`config.mk`:
```
export PLATFORM = sky130hd
export DESIGN_NAME = alu_op_sequencer
export DESIGN_NICKNAME = d
export VERILOG_FILES = /design/src/rtl/alu_op_sequencer.sv
export SDC_FILE = /design/constraint.sdc
export NUM_CORES = 1
export LEC_CHECK = 0
export ABC_AREA = 1
export BUFFER_PORTS_ARGS = -buffer_cell sky130_fd_sc_hd__buf_2
export CORE_MARGIN = 5
export CORE_UTILIZATION = 49
export DETAILED_ROUTE_END_ITERATION = 16
export PLACE_DENSITY = 0.72
export SLEW_MARGIN = 20
export SYNTH_ARGS = -nofsm -noshare
export SYNTH_HDL_FRONTEND = slang
export SYNTH_SLANG_ARGS = --single-unit
export TNS_END_PERCENT = 100
```
`constraint.sdc`:
```
create_clock -name clk -period 2.7 [get_ports clk]
set_input_delay 0.405 -clock clk [delete_from_list [all_inputs] [get_ports clk]]
set_output_delay 0.405 -clock clk [all_outputs]
set_load 0.01 [all_outputs]
```
`src/rtl/alu_op_sequencer.sv`:
```
// alu_op_sequencer
// Bus-master front end for the 4-register ALU peripheral. The CPU stages
// operands and an opcode, pushes whole commands into a command FIFO, and an
// FSM replays each command onto the ALU port (A, B, opcode), reads the result
// back and stores it in a result FIFO that the CPU drains at its own pace.
//
// Optional build macro: ALU_SEQ_CHAIN_EN
//   When defined, a last_result register holds the most recent ALU result, and
//   a command whose opcode bit 7 is set feeds last_result to the ALU as A.
//
// Handshake: CPU strobes (data_write, data_read) are single-cycle and always
// accepted; there is no ready. A push into a full command FIFO is dropped and
// sets cmd_ovf, a pop from an empty result FIFO is a no-op that sets res_udf.
// Both flags are sticky until cleared through the status register.
module alu_op_sequencer #(
    parameter int CMD_DEPTH = 4,
    parameter int RES_DEPTH = 4
) (
    input  logic       clk,
    input  logic       rst,
    input  logic [3:0] address,
    input  logic       data_write,
    input  logic       data_read,
    input  logic [7:0] data_in,
    output logic [7:0] data_out,
    output logic [3:0] alu_address,
    output logic       alu_data_write,
    output logic [7:0] alu_data_in,
    input  logic [7:0] alu_data_out,
    output logic       busy
);

    localparam int CAW = $clog2(CMD_DEPTH);
    localparam int RAW = $clog2(RES_DEPTH);
    localparam logic [CAW:0] CMD_MAX = (CAW+1)'(CMD_DEPTH);
    localparam logic [RAW:0] RES_MAX = (RAW+1)'(RES_DEPTH);

    typedef enum logic [2:0] {
        IDLE   = 3'd0,
        WR_A   = 3'd1,
        WR_B   = 3'd2,
        WR_OPC = 3'd3,
        RD_RES = 3'd4
    } state_t;

    state_t state, state_nxt;

    logic [7:0]  stage_a, stage_b, stage_op;
    logic        cmd_ovf, res_udf;

    logic [23:0] cmd_mem [CMD_DEPTH];
    logic [CAW-1:0] cmd_wp, cmd_rp;
    logic [CAW:0]   cmd_cnt;

    logic [7:0]  res_mem [RES_DEPTH];
    logic [RAW-1:0] res_wp, res_rp;
    logic [RAW:0]   res_cnt, res_cnt_nxt;

    logic cmd_full, cmd_empty, res_full, res_empty;
    logic cpu_push, cmd_push_ok, cmd_pop;
    logic res_pop_req, res_pop_ok, res_push;
    logic [7:0] head_a, head_b, head_op, wr_a_data;

    assign cmd_full  = (cmd_cnt == CMD_MAX);
    assign cmd_empty = (cmd_cnt == '0);
    assign res_full  = (res_cnt == RES_MAX);
    assign res_empty = (res_cnt == '0);

    assign cpu_push    = data_write && (address == 4'h2);
    assign cmd_push_ok = cpu_push && !cmd_full;
    assign cmd_pop     = (state == WR_OPC);
    assign res_pop_req = data_read && (address == 4'h3);
    assign res_pop_ok  = res_pop_req && !res_empty;
    assign res_push    = (state == RD_RES);

    assign {head_a, head_b, head_op} = cmd_mem[cmd_rp];
    assign busy = (state != IDLE) || !cmd_empty;

`ifdef ALU_SEQ_CHAIN_EN
    logic [7:0] last_result;

    // Remember every result pushed so a chained command can reuse it as A
    always_ff @(posedge clk) begin
        if (rst) begin
            last_result <= 8'h00;
        end else if (res_push) begin
            last_result <= alu_data_out;
        end
    end

    assign wr_a_data = head_op[7] ? last_result : head_a;
`else
    assign wr_a_data = head_a;
`endif

    // CPU staging registers; they persist after a push so they can be reused
    always_ff @(posedge clk) begin
        if (rst) begin
            stage_a  <= 8'h00;
            stage_b  <= 8'h00;
            stage_op <= 8'h00;
        end else if (data_write) begin
            case (address)
                4'h0:    stage_a  <= data_in;
                4'h1:    stage_b  <= data_in;
                4'h2:    stage_op <= data_in;
                default: ;
            endcase
        end
    end

    // Sticky error flags, cleared by writing 1 to bit 0 of the status register
    always_ff @(posedge clk) begin
        if (rst) begin
            cmd_ovf <= 1'b0;
            res_udf <= 1'b0;
        end else if (data_write && (address == 4'h4) && data_in[0]) begin
            cmd_ovf <= 1'b0;
            res_udf <= 1'b0;
        end else begin
            if (cpu_push && cmd_full)       cmd_ovf <= 1'b1;
            if (res_pop_req && res_empty)   res_udf <= 1'b1;
        end
    end

    // Command FIFO storage: the opcode write carries the opcode straight in
    always_ff @(posedge clk) begin
        if (cmd_push_ok) cmd_mem[cmd_wp] <= {stage_a, stage_b, data_in};
    end

    // Command FIFO pointers and occupancy
    always_ff @(posedge clk) begin
        if (rst) begin
            cmd_wp  <= '0;
            cmd_rp  <= '0;
            cmd_cnt <= '0;
        end else begin
            if (cmd_push_ok) cmd_wp <= cmd_wp + 1'b1;
            if (cmd_pop)     cmd_rp <= cmd_rp + 1'b1;
            case ({cmd_push_ok, cmd_pop})
                2'b10:   cmd_cnt <= cmd_cnt + 1'b1;
                2'b01:   cmd_cnt <= cmd_cnt - 1'b1;
                default: ;
            endcase
        end
    end

    // Result occupancy after this cycle's push/pop, used to decide back-to-back runs
    always_comb begin
        res_cnt_nxt = res_cnt;
        if (res_push && !res_pop_ok)      res_cnt_nxt = res_cnt + 1'b1;
        else if (!res_push && res_pop_ok) res_cnt_nxt = res_cnt - 1'b1;
    end

    // Result FIFO storage: the ALU read-back is captured at the end of RD_RES
    always_ff @(posedge clk) begin
        if (res_push) res_mem[res_wp] <= alu_data_out;
    end

    // Result FIFO pointers and occupancy
    always_ff @(posedge clk) begin
        if (rst) begin
            res_wp  <= '0;
            res_rp  <= '0;
            res_cnt <= '0;
        end else begin
            if (res_push)   res_wp <= res_wp + 1'b1;
            if (res_pop_ok) res_rp <= res_rp + 1'b1;
            res_cnt <= res_cnt_nxt;
        end
    end

    // Sequencer state register
    always_ff @(posedge clk) begin
        if (rst) state <= IDLE;
        else     state <= state_nxt;
    end

    // Next state and ALU bus drive; a run only starts when its result has room
    always_comb begin
        state_nxt      = state;
        alu_address    = 4'h3;
        alu_data_write = 1'b0;
        alu_data_in    = 8'h00;
        case (state)
            IDLE: begin
                if (!cmd_empty && !res_full) state_nxt = WR_A;
            end
            WR_A: begin
                alu_address    = 4'h0;
                alu_data_write = 1'b1;
                alu_data_in    = wr_a_data;
                state_nxt      = WR_B;
            end
            WR_B: begin
                alu_address    = 4'h1;
                alu_data_write = 1'b1;
                alu_data_in    = head_b;
                state_nxt      = WR_OPC;
            end
            WR_OPC: begin
                alu_address    = 4'h2;
                alu_data_write = 1'b1;
                alu_data_in    = head_op;
                state_nxt      = RD_RES;
            end
            RD_RES: begin
                if (!cmd_empty && (res_cnt_nxt < RES_MAX)) state_nxt = WR_A;
                else                                        state_nxt = IDLE;
            end
            default: state_nxt = IDLE;
        endcase
    end

    // CPU read mux
    always_comb begin
        data_out = 8'h00;
        case (address)
            4'h0: data_out = stage_a;
            4'h1: data_out = stage_b;
            4'h2: data_out = stage_op;
            4'h3: data_out = res_empty ? 8'h00 : res_mem[res_rp];
            4'h4: data_out = {cmd_full, cmd_empty, res_full, res_empty,
                              busy, cmd_ovf, res_udf, 1'b0};
            4'h5: data_out = 8'(cmd_cnt);
            4'h6: data_out = 8'(res_cnt);
            default: data_out = 8'h00;
        endcase
    end

endmodule
```
==> results of run 1 <==
## layout by cell type (no fill, tap or decap)
cell type and count:
nor3_4 1, nand2_1 137, fa_1 1, nand3_1 38
a21oi_1 35, clkinv_1 2, dfxtp_1 46, ha_1 14
buf_2 43, o21ai_0 98, clkinv_2 3, nor2_2 6
conb_1 2, clkinv_4 1, inv_6 5, inv_1 68
o21ai_1 1, inv_8 3, dfxtp_2 1, clkbuf_1 3
buf_4 15, o21a_1 1, nor2_4 5, inv_2 2
edfxtp_1 128, clkbuf_16 17, nand2_4 2, nand2_2 2
nor2_1 170, nand4_1 2, nand3_2 1
## what timing repair did
action / in CTS / in global routing
resized for setup: 0 / 1
endpoints found under the setup margin: 0 / 1
hold buffers: 0 / 0
## worst min path at each step
stage | startpoint | to | slack (ps) | depth (start not counted)
floorplan | cmd_ovf | cmd_ovf | 430 | 2
global placement | stage_op[0] | stage_op[0] | 460 | 2
detailed placement | stage_op[3] | stage_op[3] | 460 | 2
CTS | alu_data_out[1] | res_mem[2][1] | 170 | 1
global route | alu_data_out[5] | res_mem[0][5] | 170 | 1
finish | alu_data_out[4] | res_mem[1][4] | 190 | 1
## sequential cells by signal, summed over array words and instances (netlist names), 2 cells and up, named ones only
name and cells:
cmd_cnt 3, cmd_mem 96, cmd_rp 2, cmd_wp 2, res_cnt 3, res_mem 32
res_rp 2, res_wp 2, stage_a 8, stage_b 8, stage_op 8, state 3
## layout make-up
class	instances	share of cell area, %
clock buffer	20	5.11
timing repair buffer	58	3.83
sequential	175	56.0
inverter	72	3.16
tap	188	2.75
clock inverter	12	1.19
multi-input combinational	516	28.0
## power by group through the flow
stage	combinational (mW)	clock (mW)	sequential, mW
finish	0.559	2.24	2.93
global route	0.626	2.40	2.93
CTS	0.559	2.27	2.93
detailed placement	0.557	0	2.99
global placement	0.550	0	2.99
floorplan	0.318	0	2.98
## cell families (layout without fill, tap and decap cells)
family / after synthesis / in the layout
other cells: 1 / 2
buf+inv: 99 / 162
flops: 175 / 175
simple gates: 364 / 364
compound gates: 135 / 135
fa+ha+maj: 15 / 15
## per-layer routing
metal,track usage [%],share of wire (%),vias to the layer above
met3,4.05,6.6,25
met4,6.28,1.9,0
li1,-,-,2712
met5,0,0,-
met1,26.8,47,2442
met2,27.8,45,178
==> results.py, run 1 <==
metrics = {
    "sta": {
        "setup_viol": 0,
        "tightest_slew_ps": 750,
        "fmax_mhz": 409,
        "whs_ps": 192,
        "rsz0062_at_grt": "no",
        "min_period_ps": 2450,
        "relSlewSlack_pct": 49.8,
        "slew_viol_final": 0,
        "fin_skew_ps": 9.13,
        "fin_ws_ps": 254,
        "setup-tns-final_ps": 0,
        "hold_viol_final": 0,
        "fin_crit_sh_pct": 90.6,
    },
    "worst_setup_path": {
        "r2r_start": "cmd_cnt[0]",
        "r2r_slack_ps": 640,
        "cp_top_family": "flip-flops",
        "crit_fanout": 10,
        "critPathCaptureType": "primary output",
        "path_buf_inv": 2,
        "crit_arrival_ps": 2040,
        "path_depth": 7,
        "r2r_end": "cmd_cnt[2]",
        "crit_end": "data_out[5]",
        "ff2ff_path_depth": 13,
        "critPathKind": "reg -> out",
        "critPathMaxStageDelay_ps": 500,
        "critPathLaunchType": "flop",
        "slowest_stage": "dfxtp_1",
        "worstPathRequired_ps": 2300,
        "path_cells": "clkinv_1 > nor2_1 > o21ai_0 > o21ai_0 > nand2_1 > nand2_1 > buf_2",
    },
    "power": {
        "internal_power_mw": 4.28,
        "p_sw_mw": 1.45,
        "fin_total_pwr_mw": 5.73,
        "clkPwrFrac_pct": 39.1,
        "switching_share_pct": 25.3,
        "power_density_mw_per_mm2": 671,
        "pwr-share-comb_pct": 9.8,
        "peakVddDrop_uv": 465,
        "p_seq_share_pct": 51.1,
        "leakage_nw": 3.32,
    },
    "finish": {
        "fillerInstances": 1324,
        "ff_latch_area_mm2": 0.00479,
        "utilization_pct": 56.2,
        "drive_above_1_share_pct": 12.5,
        "layoutNonFillerInstCount": 1041,
        "final_nets": 879,
        "syn2layout_area_growth_pct": 13.0,
        "multi_input_area_mm2": 0.00239,
        "antenna_cells": 0,
        "final_area_mm2": 0.00855,
    },
    "grt": {
        "antenna_found_initial": 0,
        "grt_max_degree": 57,
        "grt_usage_pct": 18.5,
        "grt_overflow": 0,
        "grt_pass1_wl_um": 25700,
        "grt_pass1_vias": 4854,
    },
    "yosys": {
        "synth_top_area_share_pct": 50.8,
        "synth_xor_area_share_pct": 0,
        "synth_top_family_by_area": "simple AND/OR/NAND/NOR gates",
        "postSynthCellCount": 789,
        "synth_adder_area_share_pct": 2.58,
        "avgSynthCellArea_um2": 9.59,
        "ys_types": 26,
        "yosysMostFrequentCell": "nor2_1",
        "ys_seq_elements": 175,
        "yosys-top-cells-count": "nor2_1, nand2_1, edfxtp_1",
        "ys_seq_area_share_pct": 63.2,
        "synthesis.area_mm2": 0.00757,
        "dominantRegCellSynth": "edfxtp_1",
        "synth_edf_count": 128,
        "async_reset_ff_share_pct": 0,
        "synth_area_leaders": "edfxtp_1, dfxtp_1, nor2_1",
        "synth-compound-area-share_pct": 8.96,
        "synthMuxAreaShare_pct": 0,
        "synth.largest_area_cell": "edfxtp_1",
        "synth-simple-area-share_pct": 19.7,
        "synth_warnings": 0,
    },
    "routing": {
        "drtPass1Iterations": 5,
        "ant_nets": 0,
        "vias_per_cell": 5.15,
        "wl_um": 16200,
        "drc_errors": 0,
        "vias": 5357,
        "wl_per_cell_um": 15.6,
        "drtIter0Drc": 443,
    },
    "clock_network": {
        "clkLatencyLatePin_ps": 420,
        "clockBufferDepth": 2,
        "cts_max_level": 4,
        "cts_sinks": 175,
        "cts-root-buf": "clkbuf_16",
        "post_cts_buffers": 0,
        "cts_tree": "built",
        "numCtsBuffers": 17,
        "clkTransAtPathRegs_ps": 70,
    },
    "run_status": {
        "status": "finished, final reports clean",
    },
    "die": {
        "placementRows": 45,
        "die_x_um": 134,
        "die_h_um": 134,
        "coreArea_mm2": 0.0152,
        "ios": 46,
        "die_area_mm2": 0.0180,
        "initial_core_util_pct": 49.8,
    },
    "placed_design": {
        "place_congestion": 0.948,
        "dp_slack_ps": 466,
        "place_area_mm2": 0.00800,
        "place_inst": 1009,
        "numPortBuffers": 43,
        "dp_hpwl_um": 10600,
    },
    "flow_run": {
        "maxCapViolations": 0,
    },
    "worst_hold_path": {
        "hold_class": "in -> reg",
    },
}
No activity file was read; power rests on OpenSTA's default activity.
==> run 2: changes to the inputs <==
- ABC_AREA: 1 -> unset
- PLACE_DENSITY: 0.72 -> 0.73
==> run 2 against run 1 <==
Effect of this change: final cell count shrank 28%; clock power about the same; sequential share of layout area increased by 1.8 points; sequential power down 1%; clock-buffer cell count rose by 1; core utilization up 0.80 points; clock skew is 1.1 ps lower; non-clock buffer count shrank 3; setup slack worse by 65 ps; register-to-register slack lost 140 ps; flip-flop and latch count is the same; routed wire length decreased by 13%.
==> results.py, run 2 <==
metrics = {
    "placed_design": {
        "dp_hpwl_um": 9620,
        "place_congestion": 0.836,
        "numPortBuffers": 43,
        "place_inst": 714,
    },
    "clock_network": {
        "cts_resized": 0,
        "clkTransAtPathRegs_ps": 60,
        "cts_sinks": 175,
        "cts_tree": "built",
        "cts-root-buf": "clkbuf_16",
        "cts_max_level": 4,
        "clkLatencyLatePin_ps": 420,
        "numCtsBuffers": 17,
        "post_cts_buffers": 0,
        "postCtsHoldBufs": 0,
        "clockBufferDepth": 2,
    },
    "grt": {
        "grt_use_met3_pct": 4.43,
        "grt_pass1_vias": 4304,
        "grtUsageMet1_pct": 21.7,
        "grt_overflow": 0,
        "grt_use_met2_pct": 28.0,
        "busiest_layer": "met2",
        "grt_max_degree": 47,
        "grt_usage_pct": 16.9,
        "grt_pass1_wl_um": 23000,
        "antenna_found_initial": 0,
    },
    "routing": {
        "wl_um": 14100,
        "vias": 4170,
        "vias_per_cell": 5.59,
        "drtIter0Drc": 316,
        "drtPass1Iterations": 5,
        "ant_nets": 0,
        "drc_errors": 0,
        "wl_per_cell_um": 18.9,
    },
    "power": {
        "clkPwrFrac_pct": 42.6,
        "leakage_nw": 3.06,
        "internal_power_mw": 4.19,
        "switching_share_pct": 20.8,
        "power_density_mw_per_mm2": 638,
        "p_seq_share_pct": 54.6,
        "p_sw_mw": 1.10,
        "peakVddDrop_uv": 413,
        "pwr-share-comb_pct": 2.8,
    },
    "yosys": {
        "dominantRegCellSynth": "edfxtp_1",
        "synth.largest_area_cell": "edfxtp_1",
        "synth_area_leaders": "edfxtp_1, dfxtp_1, mux2i_1",
        "ys_types": 48,
        "ys_seq_area_share_pct": 65.8,
        "ys_seq_elements": 175,
        "synthesis.area_mm2": 0.00727,
        "synth_edf_count": 128,
        "yosys-top-cells-count": "edfxtp_1, mux2i_1, dfxtp_1",
        "postSynthCellCount": 500,
        "yosysMostFrequentCell": "edfxtp_1",
        "synth_warnings": 0,
        "async_reset_ff_share_pct": 0,
        "synth_top_area_share_pct": 52.9,
        "avgSynthCellArea_um2": 14.5,
    },
    "die": {
        "initial_core_util_pct": 50.0,
        "die_area_mm2": 0.0174,
        "ios": 46,
        "die_h_um": 132,
        "die_x_um": 132,
        "placementRows": 44,
        "coreArea_mm2": 0.0145,
    },
    "finish": {
        "syn2layout_area_growth_pct": 14.0,
        "largest-register": "cmd_mem",
        "layoutNonFillerInstCount": 746,
        "antenna_cells": 0,
        "fillerInstances": 1131,
        "final_common_cell": "edfxtp_1",
        "final_nets": 588,
        "multi_input_area_mm2": 0.00228,
        "largest_reg_flops": 96,
        "ff_latch_area_mm2": 0.00479,
        "layout_common_cells": "edfxtp_1, mux2i_1, nor2_1, dfxtp_1, buf_2",
        "utilization_pct": 57.0,
        "drive_above_1_share_pct": 19.9,
        "largestRegisters": "cmd_mem x96, res_mem x32",
    },
    "worst_setup_path": {
        "r2r_end": "cmd_cnt[2]",
        "path_depth": 7,
        "slowest_stage": "dfxtp_1",
        "crit_fanout": 8,
        "r2r_start": "state[0]",
        "critPathCaptureType": "primary output",
        "cp_top_family": "simple AND/OR/NAND/NOR gates",
        "path_buf_inv": 2,
        "crit_arrival_ps": 2110,
        "ff2ff_path_depth": 9,
        "critPathLaunchType": "flop",
        "crit_end": "data_out[2]",
        "critPathMaxStageDelay_ps": 430,
        "critPathLaunch": "res_cnt[0]",
        "path_cells": "inv_1 > ha_1 > nand2b_1 > and2_1 > a22oi_1 > o31ai_1 > buf_2",
        "worstPathRequired_ps": 2300,
        "r2r_slack_ps": 500,
        "critPathKind": "reg -> out",
    },
    "flow_run": {
        "maxCapViolations": 0,
    },
    "sta": {
        "min_period_ps": 2510,
        "tightest_slew_ps": 811,
        "fin_crit_sh_pct": 93.0,
        "setup-tns-final_ps": 0,
        "hold_viol_final": 0,
        "relSlewSlack_pct": 45.9,
        "slew_viol_final": 0,
        "rsz0062_at_grt": "no",
        "fin_skew_ps": 8.08,
        "setup_viol": 0,
        "fmax_mhz": 398,
    },
    "run_status": {
        "status": "finished, final reports clean",
    },
    "worst_hold_path": {
        "hold_class": "in -> reg",
    },
}
## run 2: worst min path at each step
stage	from	to	slack [ps]	cells past startpoint
after floorplan	stage_op[1]	stage_op[1]	460	2
after CTS	alu_data_out[5]	res_mem[3][5]	180	1
after global routing	alu_data_out[1]	res_mem[0][1]	180	1
final	alu_data_out[5]	res_mem[3][5]	190	1
after detailed placement	stage_op[0]	stage_op[0]	490	2
after global placement	res_wp[0]	res_wp[0]	480	2
## run 2: stage by stage
step / area, µm² / setup WS (ps) / power, mW / hold slack [ps]
after global routing: 8290 / 40.5 / 5.46 / 184
after floorplan: 7270 / 452 / 3.02 / 460
final: 8290 / 190 / 5.29 / 190
after detailed placement: 7730 / 311 / 3.09 / 486
after CTS: 8290 / 78.8 / 5.32 / 178
after global placement: 7730 / 377 / 3.09 / 479
## run 2: final cells by class
class	instances	area share, %
clock buffers	21	5.68
clock inverters	11	0.966
well taps	184	2.78
flip-flops and latches	175	57.8
inverters	23	1.04
multi-input cells	277	27.5
repair buffers	55	4.29
## run 2: logic make-up (layout without fill, tap and decap cells)
kind of cell | after synthesis | in the layout | share of synthesized area [%]
DFF | 175 | 175 | 65.8
and+or+nand+nor | 112 | 112 | 7.61
muxes | 80 | 80 | 14.1
AOI/OAI and AO/OA | 59 | 59 | 5.71
buffers and inverters | 49 | 110 | 2.93
adders and majority gates | 15 | 15 | 2.68
xor gates and xnor gates | 9 | 9 | 1.08
other | 1 | 2 | 0.0516
## run 2: per-layer routing
| metal | routed length (µm) | vias to the layer above |
|---|---|---|
| met3 | 794 | 20 |
| met1 | 6160 | 2069 |
| met2 | 6930 | 116 |
| met5 | 0 | - |
| met4 | 239 | 0 |
| li1 | - | 1965 |
## run 2: power groups by stage
stage	clock network, mW	registers [mW]	logic (mW)
2_1_floorplan	0	2.94	0.0844
3_3_place_gp	0	2.94	0.146
3_5_place_dp	0	2.94	0.150
4_1_cts	2.28	2.89	0.150
5_1_grt	2.41	2.89	0.165
6_report	2.25	2.89	0.150
